`src/rtl/fetch.sv`:
```
// Instruction fetch stage: PC register, redirect/stall arbitration and
// the decode-side slot (word, PC, valid) with a stall hold register.
module fetch #(
    parameter logic [31:0] RESET_PC = 32'h00000000,
    parameter logic [31:0] NOP_WORD = 32'h00000000
) (
    input  logic        clk,
    input  logic        reset_n,
    output logic [31:0] i_address,
    input  logic [31:0] i_data_mem,
    input  logic        stall,
    input  logic        Pc_cmd_id,
    input  logic [31:0] pc_in_ID,
    input  logic        Pc_cmd_ex,
    input  logic [31:0] pc_in_EX,
    output logic [31:0] i_data_read,
    output logic [31:0] PC_ID,
    output logic        valid_ID,
    output logic [15:0] redirect_count
);

    logic [31:0] pc;
    logic [31:0] pc_next;
    logic [31:0] target;
    logic [31:0] pc_id_q;
    logic [31:0] hold_word;
    logic        hold_vld;
    logic        squash;
    logic        valid_q;
    logic [15:0] count_q;
    logic        redirect;
    logic        advance;

    assign redirect = Pc_cmd_ex | Pc_cmd_id;
    assign advance  = redirect | ~stall;
    assign target   = Pc_cmd_ex ? pc_in_EX : pc_in_ID;

    always_comb begin
        pc_next = pc + 32'd4;
        if (redirect)
            pc_next = {target[31:2], 2'b00};
        else if (stall)
            pc_next = pc;
    end

    // A squashed slot wins over the hold register so a stalled bubble stays a bubble.
    always_comb begin
        i_data_read = i_data_mem;
        if (squash)
            i_data_read = NOP_WORD;
        else if (hold_vld)
            i_data_read = hold_word;
    end

    always_ff @(posedge clk or negedge reset_n) begin
        if (!reset_n) begin
            pc        <= RESET_PC;
            pc_id_q   <= RESET_PC;
            valid_q   <= 1'b0;
            squash    <= 1'b1;
            hold_vld  <= 1'b0;
            hold_word <= NOP_WORD;
            count_q   <= 16'd0;
        end else begin
            pc <= pc_next;
            if (advance) begin
                pc_id_q  <= pc;
                valid_q  <= ~redirect;
                squash   <= redirect;
                hold_vld <= 1'b0;
            end else if (!hold_vld) begin
                hold_vld  <= 1'b1;
                hold_word <= i_data_read;
            end
            if (redirect && count_q != 16'hFFFF)
                count_q <= count_q + 16'd1;
        end
    end

    assign i_address      = pc;
    assign PC_ID          = pc_id_q;
    assign valid_ID       = valid_q;
    assign redirect_count = count_q;

endmodule

```
`config.mk`:
```
export PLATFORM = sky130hd
export DESIGN_NAME = fetch
export DESIGN_NICKNAME = d
export VERILOG_FILES = /design/src/rtl/fetch.sv
export SDC_FILE = /design/constraint.sdc
export NUM_CORES = 1
export LEC_CHECK = 0
export BUFFER_PORTS_ARGS = -buffer_cell sky130_fd_sc_hd__buf_4
export CAP_MARGIN = 10
export CORE_MARGIN = 1.5
export CORE_UTILIZATION = 25
export CTS_CLUSTER_DIAMETER = 50
export DETAILED_ROUTE_END_ITERATION = 12
export SYNTH_ARGS = -nofsm -noshare
export SYNTH_HDL_FRONTEND = slang
export SYNTH_SLANG_ARGS = --single-unit
```
`constraint.sdc`:
```
create_clock -name clk -period 4.2 [get_ports clk]
set_input_delay 0.84 -clock clk [delete_from_list [all_inputs] [get_ports clk]]
set_output_delay 0.84 -clock clk [all_outputs]
set_load 0.03 [all_outputs]
```
[After elaboration in Yosys (flattened, before gate mapping)]
Index checks and enable logic that the tools add are counted.
Word-level totals
  flip-flop bits (word level): 115
  output and inout bits: 113
  logic and storage cells: 25
Operators by class
  $add $sub $neg: 2
  equal/unequal tests: 2
  multiplexer cells: 6
  bitwise operators: 6
  reductions and logical operators: 2
Operators with widths (count)
  32-bit 2-to-1 mux: 5
  32-bit by 3-bit adder with 32-bit output (second input constant): 1
  16-bit by 1-bit adder with 16-bit output (second input constant): 1
  16-bit inequality test (second input constant): 1
  1-bit inverter: 4
  2-bit by 1-bit inequality test with 1-bit output (second input constant): 1
  1-bit bitwise OR: 2
  2-bit AND reduction: 1
  1-bit logical AND: 1
  1-bit 2-to-1 mux: 1

[Depth between registers and ports, before layout]
Gate-level depths: netlist of the first run.
  word-level depth: 4
  mapped depth: 8

[Least setup slack after synthesis of the first run]
OpenSTA, ideal clock, no wires.
  path type: register -> output
  start point: register hold_vld
  end point: output port i_data_read[10]
  arrival: 1324 ps
  required time: 3360 ps
  path slack: 2036 ps
  stages on the path, launching flop included: 5
  buffers on the path: 2
  path through: dfrtp_1 clkbuf_1 buf_2 mux2i_1 nor2_1
Between the ends
  longest elaborated chain between the ends: 2
RTL lines
  from (decl): RTL line 27  | logic hold_vld;
  from (signal assigned): RTL line 61  | hold_vld <= 1'b0;
  from (signal assigned): RTL line 70  | hold_vld <= 1'b0;
  from (signal assigned): RTL line 72  | hold_vld <= 1'b1;
  32-bit 2-to-1 mux: RTL line 51  | else if (hold_vld)
  32-bit 2-to-1 mux: RTL line 49  | if (squash)
  to (decl): RTL line 16  | output logic [31:0] i_data_read,
Every way passes these cells.

[Worst setup path in the final report of the first run]
  start point: register hold_vld
  end point: output port i_data_read[21]
Same word-level chain as after synthesis.

==> results of run 1 <==
worst max-delay path, stage by stage (launching register included):
cell and delay, ns:
dfrtp_2 1.01, mux2i_1 0.29, nor2_1 0.07, buf_4 0.20
power by group through the flow:
| stage | sequential, mW | combinational [mW] | clock [mW] |
|---|---|---|---|
| final | 1.35 | 0.848 | 0.829 |
| after floorplan | 1.54 | 0.301 | 0 |
| after CTS | 1.35 | 0.863 | 0.874 |
| after detailed placement | 1.37 | 0.861 | 0 |
| after global placement | 1.37 | 0.850 | 0 |
| after global routing | 1.38 | 0.918 | 0.910 |
cells in the mapped netlist (7+ instances only):
cell and count:
nand2b_1 7, nand2_1 110, nor2_1 51, a22oi_1 12
inv_1 10, clkbuf_1 23, xnor2_1 12, mux2_2 35
buf_2 8, nand4_1 12, a21oi_1 35, nand3_1 12
o21ai_0 34, mux2i_1 35, dfrtp_1 110, nor3_1 11
flip-flops by register name, summed over array words and instances (netlist names):
signal          flops
hold_word          32
PC_ID              30
i_address          30
redirect_count     16
hold_vld            1
squash              1
valid_ID            1
layout make-up:
| class | instances | area [um^2] |
|---|---|---|
| Clock inverter | 6 | 43.8 |
| Inverter | 11 | 41.3 |
| Timing Repair Buffer | 212 | 1600 |
| Sequential cell | 111 | 2780 |
| Fill cell | 2357 | 14800 |
| Clock buffer | 10 | 229 |
| Tap cell | 285 | 357 |
| Multi-Input combinational cell | 447 | 2770 |
layer usage:
layer / up-vias / global-route usage (%) / share of wire, %
met1: 2503 / 19.0 / 44
li1: 2517 / - / -
met2: 166 / 24.6 / 47
met4: 0 / 4.26 / 1.1
met5: - / 0 / 0
met3: 12 / 4.29 / 7.7
cell usage in the layout, fill, tap and decap left out, types with 4 or more instances in the layout:
cell type and count:
and4_1 5, dfrtp_1 109, and3_1 5, nor3_1 11, nand2_1 109, mux2_2 35
a31oi_1 5, nand3_1 12, inv_1 10, conb_1 4, buf_4 211, a21oi_1 35
clkbuf_16 9, mux2i_1 35, xnor2_1 12, o22ai_1 5, a22oi_1 12, nand4_1 12
o21ai_0 34, a2bb2oi_1 5, nor2_1 50, nand2b_1 7
worst max path at each step:
stage,start,to,cells past startpoint
floorplan,hold_vld,i_data_read[10],4
global placement,Pc_cmd_ex,i_address[27],7
detailed placement,Pc_cmd_ex,i_address[27],7
CTS,hold_vld,i_data_read[21],3
global route,hold_vld,i_data_read[10],3
finish,hold_vld,i_data_read[21],3
cell families (layout without fill, tap and decap cells):
| logic type | after synthesis | count (layout) | synth area share, % |
|---|---|---|---|
| other | 1 | 4 | 0.0651 |
| DFF | 111 | 111 | 48.2 |
| and+or+nand+nor | 233 | 233 | 18.3 |
| AOI/OAI and AO/OA | 123 | 123 | 13.8 |
| muxes | 70 | 70 | 12.9 |
| xor gates and xnor gates | 15 | 15 | 2.28 |
| adders and majority gates | 2 | 2 | 0.434 |
| buffers and inverters | 52 | 239 | 3.95 |
==> summary.txt, run 1 <==
Status: complete, no violations
WL per Instance: 16.5 um
Final WS setup: 1.42 ns
Synth Flop Type: dfrtp_1
Post-CTS Resized: 0
Initial antenna violation count: 0
Max-cap violations: 0
Slew margin rel.: 35.1%
Worst Setup Path Type: reg -> out
Die area: 0.0240 mm^2
Number of synthesis warnings: 0
Crit Path Max Fanout: 33
Comb pwr share: 28.0%
Starting Density: 25.4%
DP Cell Count: 1066
Number of global-route vias before repair: 5006
Int Pwr: 1.96 mW
CTS Buf Count: 9
Ports: 214
Placement Setup Slack: 1.37 ns
Peak supply drop: 406 uV
# Post-CTS Setup Buffers: 0
Hold path start: PC_ID[21]
Final GP Congestion: 0.766
Slew at the pin closest to its max-slew limit: 0.974 ns
Post-Syn Instances: 607
Clock Latency Late Sink: 0.36 ns
Avg Inst Size Synth: 9.49 um^2
Hold endpoint: PC_ID[21]
Total GRT Usage: 14.9%
Share of cells above drive strength 1: 34.8%
Sink Count: 111
Register area share after synthesis: 48.2%
Final worst path period need: 2.78 ns
Clk slew on worst S/H paths: 0.07 ns
DR iter-0 viols: 244
Antenna viol nets, final: 0
DP Area: 0.00756 mm^2
Synth area leader: dfrtp_1
Leakage: 3.71 nW
#FFs+latches synth: 111
Share of flip-flops with an asynchronous set or reset: 100%
Switch share: 35.3%
Flop2flop setup slack: 2.00 ns
Post-route insts no fill: 1082
Core Area: 0.0226 mm^2
FF-to-FF path depth: 7
First-pass GRT wire length: 27800 um
Detailed placer's ending HPWL: 13000 um
Peak Freq: 0.359 GHz
DR pass1 iterations: 5
Worst-case clock skew: 0.0122 ns
Final core utilization: 34.6%
Final Max Slew Viols: 0
Antenna diode count: 0
Sequential share of power: 44.6%
P_sw: 1.07 mW
Via count: 5198
Row Count: 55
Total negative slack: 0 ns
Clk network pwr share: 27.4%
H-Tree Depth: 3
Final total power: 3.03 mW
Hold path cells: 2
Die Y: 155 um
Final wirelength: 17900 um
Horiz. Die Dim: 155 um
Pin count of the biggest net entering global routing: 58
Final setup violation count: 0
Worst path required time: 3.36 ns
Vias per inst: 4.80
Critical Path End Type: output port
CTS tree: yes
Pwr dens: 387 mW/mm^2
Area grow syn2layout: 35.9%
# hold bufs at CTS: 0
Worst Path Arrival: 1.94 ns
Final Instance Area: 0.00783 mm^2
Nets: 895
Top cells by area, synth: dfrtp_1 (48%), nand2_1 (7.2%), mux2_2 (6.8%)
Final Hold Fails: 0
Tcrit/Tclk final: 66.3%
Worst r2r src: i_address[2]
Clk buf depth: 2
Total grt overflow: 0
Detailed-route DRC error count: 0
Startpoint Class: flop
I/O Buffers: 205
HP Class: reg -> reg
Cell area after synthesis: 0.00576 mm^2
Top-area cell type share of the netlist area: 47.8%
Synth cell types: 53
RSZ-0062 raised after global routing: no
Number of synthesized flops with an enable pin: 0
Clk root buf: clkbuf_16
Hold Slack: 0.468 ns
Reg2reg end: i_address[26]
(Power assumes the default switching activity.)
==> run 2: changes to the inputs <==
clock period = 2.9 ns   (was 4.2 ns; I/O delays follow)
==> summary.txt, run 2 (synthesis results as in run 1) <==
Share of cells above drive strength 1: 35.3% (+0.52 points)
Status: complete, no violations
Final wirelength: 18300 um (+2.5%)
Final Max Slew Viols: 0 (unchanged)
Starting Density: 25.4% (unchanged)
Pin count of the biggest net entering global routing: 50 (-14%)
Worst path required time: 2.32 ns (-1.04 ns)
Flop2flop setup slack: 0.70 ns (-1.30 ns)
Peak supply drop: 417 uV (+2.7%)
DR pass1 iterations: 5 (unchanged)
Detailed-route DRC error count: 0 (unchanged)
Crit path cell chain: buf_4, mux2i_1, nor2_1, buf_4
Ports: 214 (unchanged)
Vias per inst: 4.87 (+1.3%)
Leakage: 3.75 nW (+1.1%)
Reg2reg end: i_address[26]
Core Area: 0.0226 mm^2 (unchanged)
Pwr dens: 557 mW/mm^2 (+44%)
Most frequent cells in the layout: buf_4 (219), dfrtp_1 (109), nand2_1 (109)
Delay-heaviest family, CP: flip-flops
Slew margin rel.: 51.9% (+17 points)
FF-to-FF path depth: 6 (-1)
Total grt overflow: 0 (unchanged)
WL per Instance: 16.8 um (+1.7%)
Max-cap violations: 0 (unchanged)
Antenna viol nets, final: 0 (unchanged)
Final Hold Fails: 0 (unchanged)
Worst-case clock skew: 0.0101 ns (-0.00209 ns)
Area of the multi-input gates: 0.00277 mm^2 (unchanged)
Worst Setup Path Type: reg -> out
Final GP Congestion: 0.774 (+1.1%)
Number of global-route vias before repair: 4942 (-1.3%)
# hold bufs at CTS: 0 (unchanged)
Worst Path Arrival: 1.82 ns (-0.12 ns)
Initial antenna violation count: 0 (unchanged)
DP Cell Count: 1074 (+0.75%)
Most Frequent Cell on Critical Path: buf_4
Worst r2r src: i_address[2]
Clk buf depth: 2 (unchanged)
I/O Buffers: 205 (unchanged)
CTS tree: yes
Row Count: 55 (unchanged)
# Post-CTS Setup Buffers: 0 (unchanged)
RSZ-0062 raised after global routing: no
# fillers: 2371 (+0.59%)
Detailed placer's ending HPWL: 13300 um (+2.6%)
Horiz. Die Dim: 155 um (unchanged)
Clk slew on worst S/H paths: 0.07 ns (about the same)
Critical path depth: 4 (+1)
Total GRT Usage: 15.2% (+0.25 points)
Tcrit/Tclk final: 82.7%
Die Y: 155 um (unchanged)
Crit path from: hold_vld
Post-route insts no fill: 1090 (+0.74%)
Area grow syn2layout: 36.9%
Antenna diode count: 0 (unchanged)
DR iter-0 viols: 310 (+27%)
Clock Latency Late Sink: 0.35 ns (about the same)
Crit Path Max Fanout: 16 (-52%)
Post-CTS Resized: 0 (unchanged)
Critical Path End Type: output port
H-Tree Depth: 3 (unchanged)
First-pass GRT wire length: 28200 um (+1.6%)
CTS Buf Count: 9 (unchanged)
Sink Count: 111 (unchanged)
Final setup violation count: 0 (unchanged)
Top reg by flops: hold_word
Peak Freq: 0.417 GHz
Via count: 5306 (+2.1%)
Die area: 0.0240 mm^2 (unchanged)
Final worst path period need: 2.40 ns
Commonest non-fill, non-tap cell in the layout: buf_4
Nets: 903 (+0.89%)
Sequential cell area: 0.00278 mm^2 (unchanged)
Critical path's largest stage delay: 0.68 ns (-0.33 ns)
CP max stage cell: dfrtp_2
Slew at the pin closest to its max-slew limit: 0.721 ns (-0.253 ns)
Startpoint Class: flop
Total negative slack: 0 ns (unchanged)
HP Class: in -> async
Clk root buf: clkbuf_16
Flip-flop count of the largest register after layout: 32 (unchanged)
Buf/Inv on CP: 2 (+1)
run 2: worst max-delay path by stage:
stage | to
final | i_data_read[2]
after detailed placement | i_address[19]
after floorplan | i_address[28]
after global routing | i_data_read[2]
after CTS | i_data_read[14]
after global placement | i_address[6]
run 2: worst register-to-register path: stages (launching register included):
cell and delay (ns):
dfrtp_1 0.47, ha_1 0.25, and3_1 0.22, nand4_1 0.22, nor3_1 0.56, a21oi_1 0.14
o221a_2 0.25
run 2: final cells by class:
class / count / area share, %
clock inverters: 5 / 0.508
clock buffers: 11 / 2.95
well taps: 285 / 4.52
multi-input cells: 447 / 35.2
flip-flops and latches: 111 / 35.2
repair buffers: 220 / 21.1
inverters: 11 / 0.523
run 2: through the flow:
stage | hold WS [ns] | utilization [%] | total power [mW] | worst slack [ns] | instance area, um^2
after floorplan | 0.284 | - | 2.67 | 0.742 | 5770
final | 0.209 | 34.8 | 4.39 | 0.501 | 7890
after global routing | 0.252 | 34.8 | 4.64 | 0.363 | 7890
after detailed placement | 0.458 | 33.6 | 3.25 | 0.522 | 7620
after CTS | 0.230 | 34.8 | 4.47 | 0.444 | 7890
after global placement | 0.454 | 33.6 | 3.22 | 0.536 | 7620
run 2: power by group:
| part | leakage, nW | switching [mW] | total (mW) | internal, mW |
|---|---|---|---|---|
| logic | 2.17 | 0.730 | 1.25 | 0.519 |
| registers | 1.44 | 0.219 | 1.95 | 1.73 |
| clock network | 0.135 | 0.597 | 1.19 | 0.595 |
run 2: layer usage:
layer / global-route usage (%) / routed length, um
met5: 0 / 6
met4: 3.66 / 229
met3: 4.99 / 1490
met2: 24.6 / 8570
met1: 19.5 / 8000
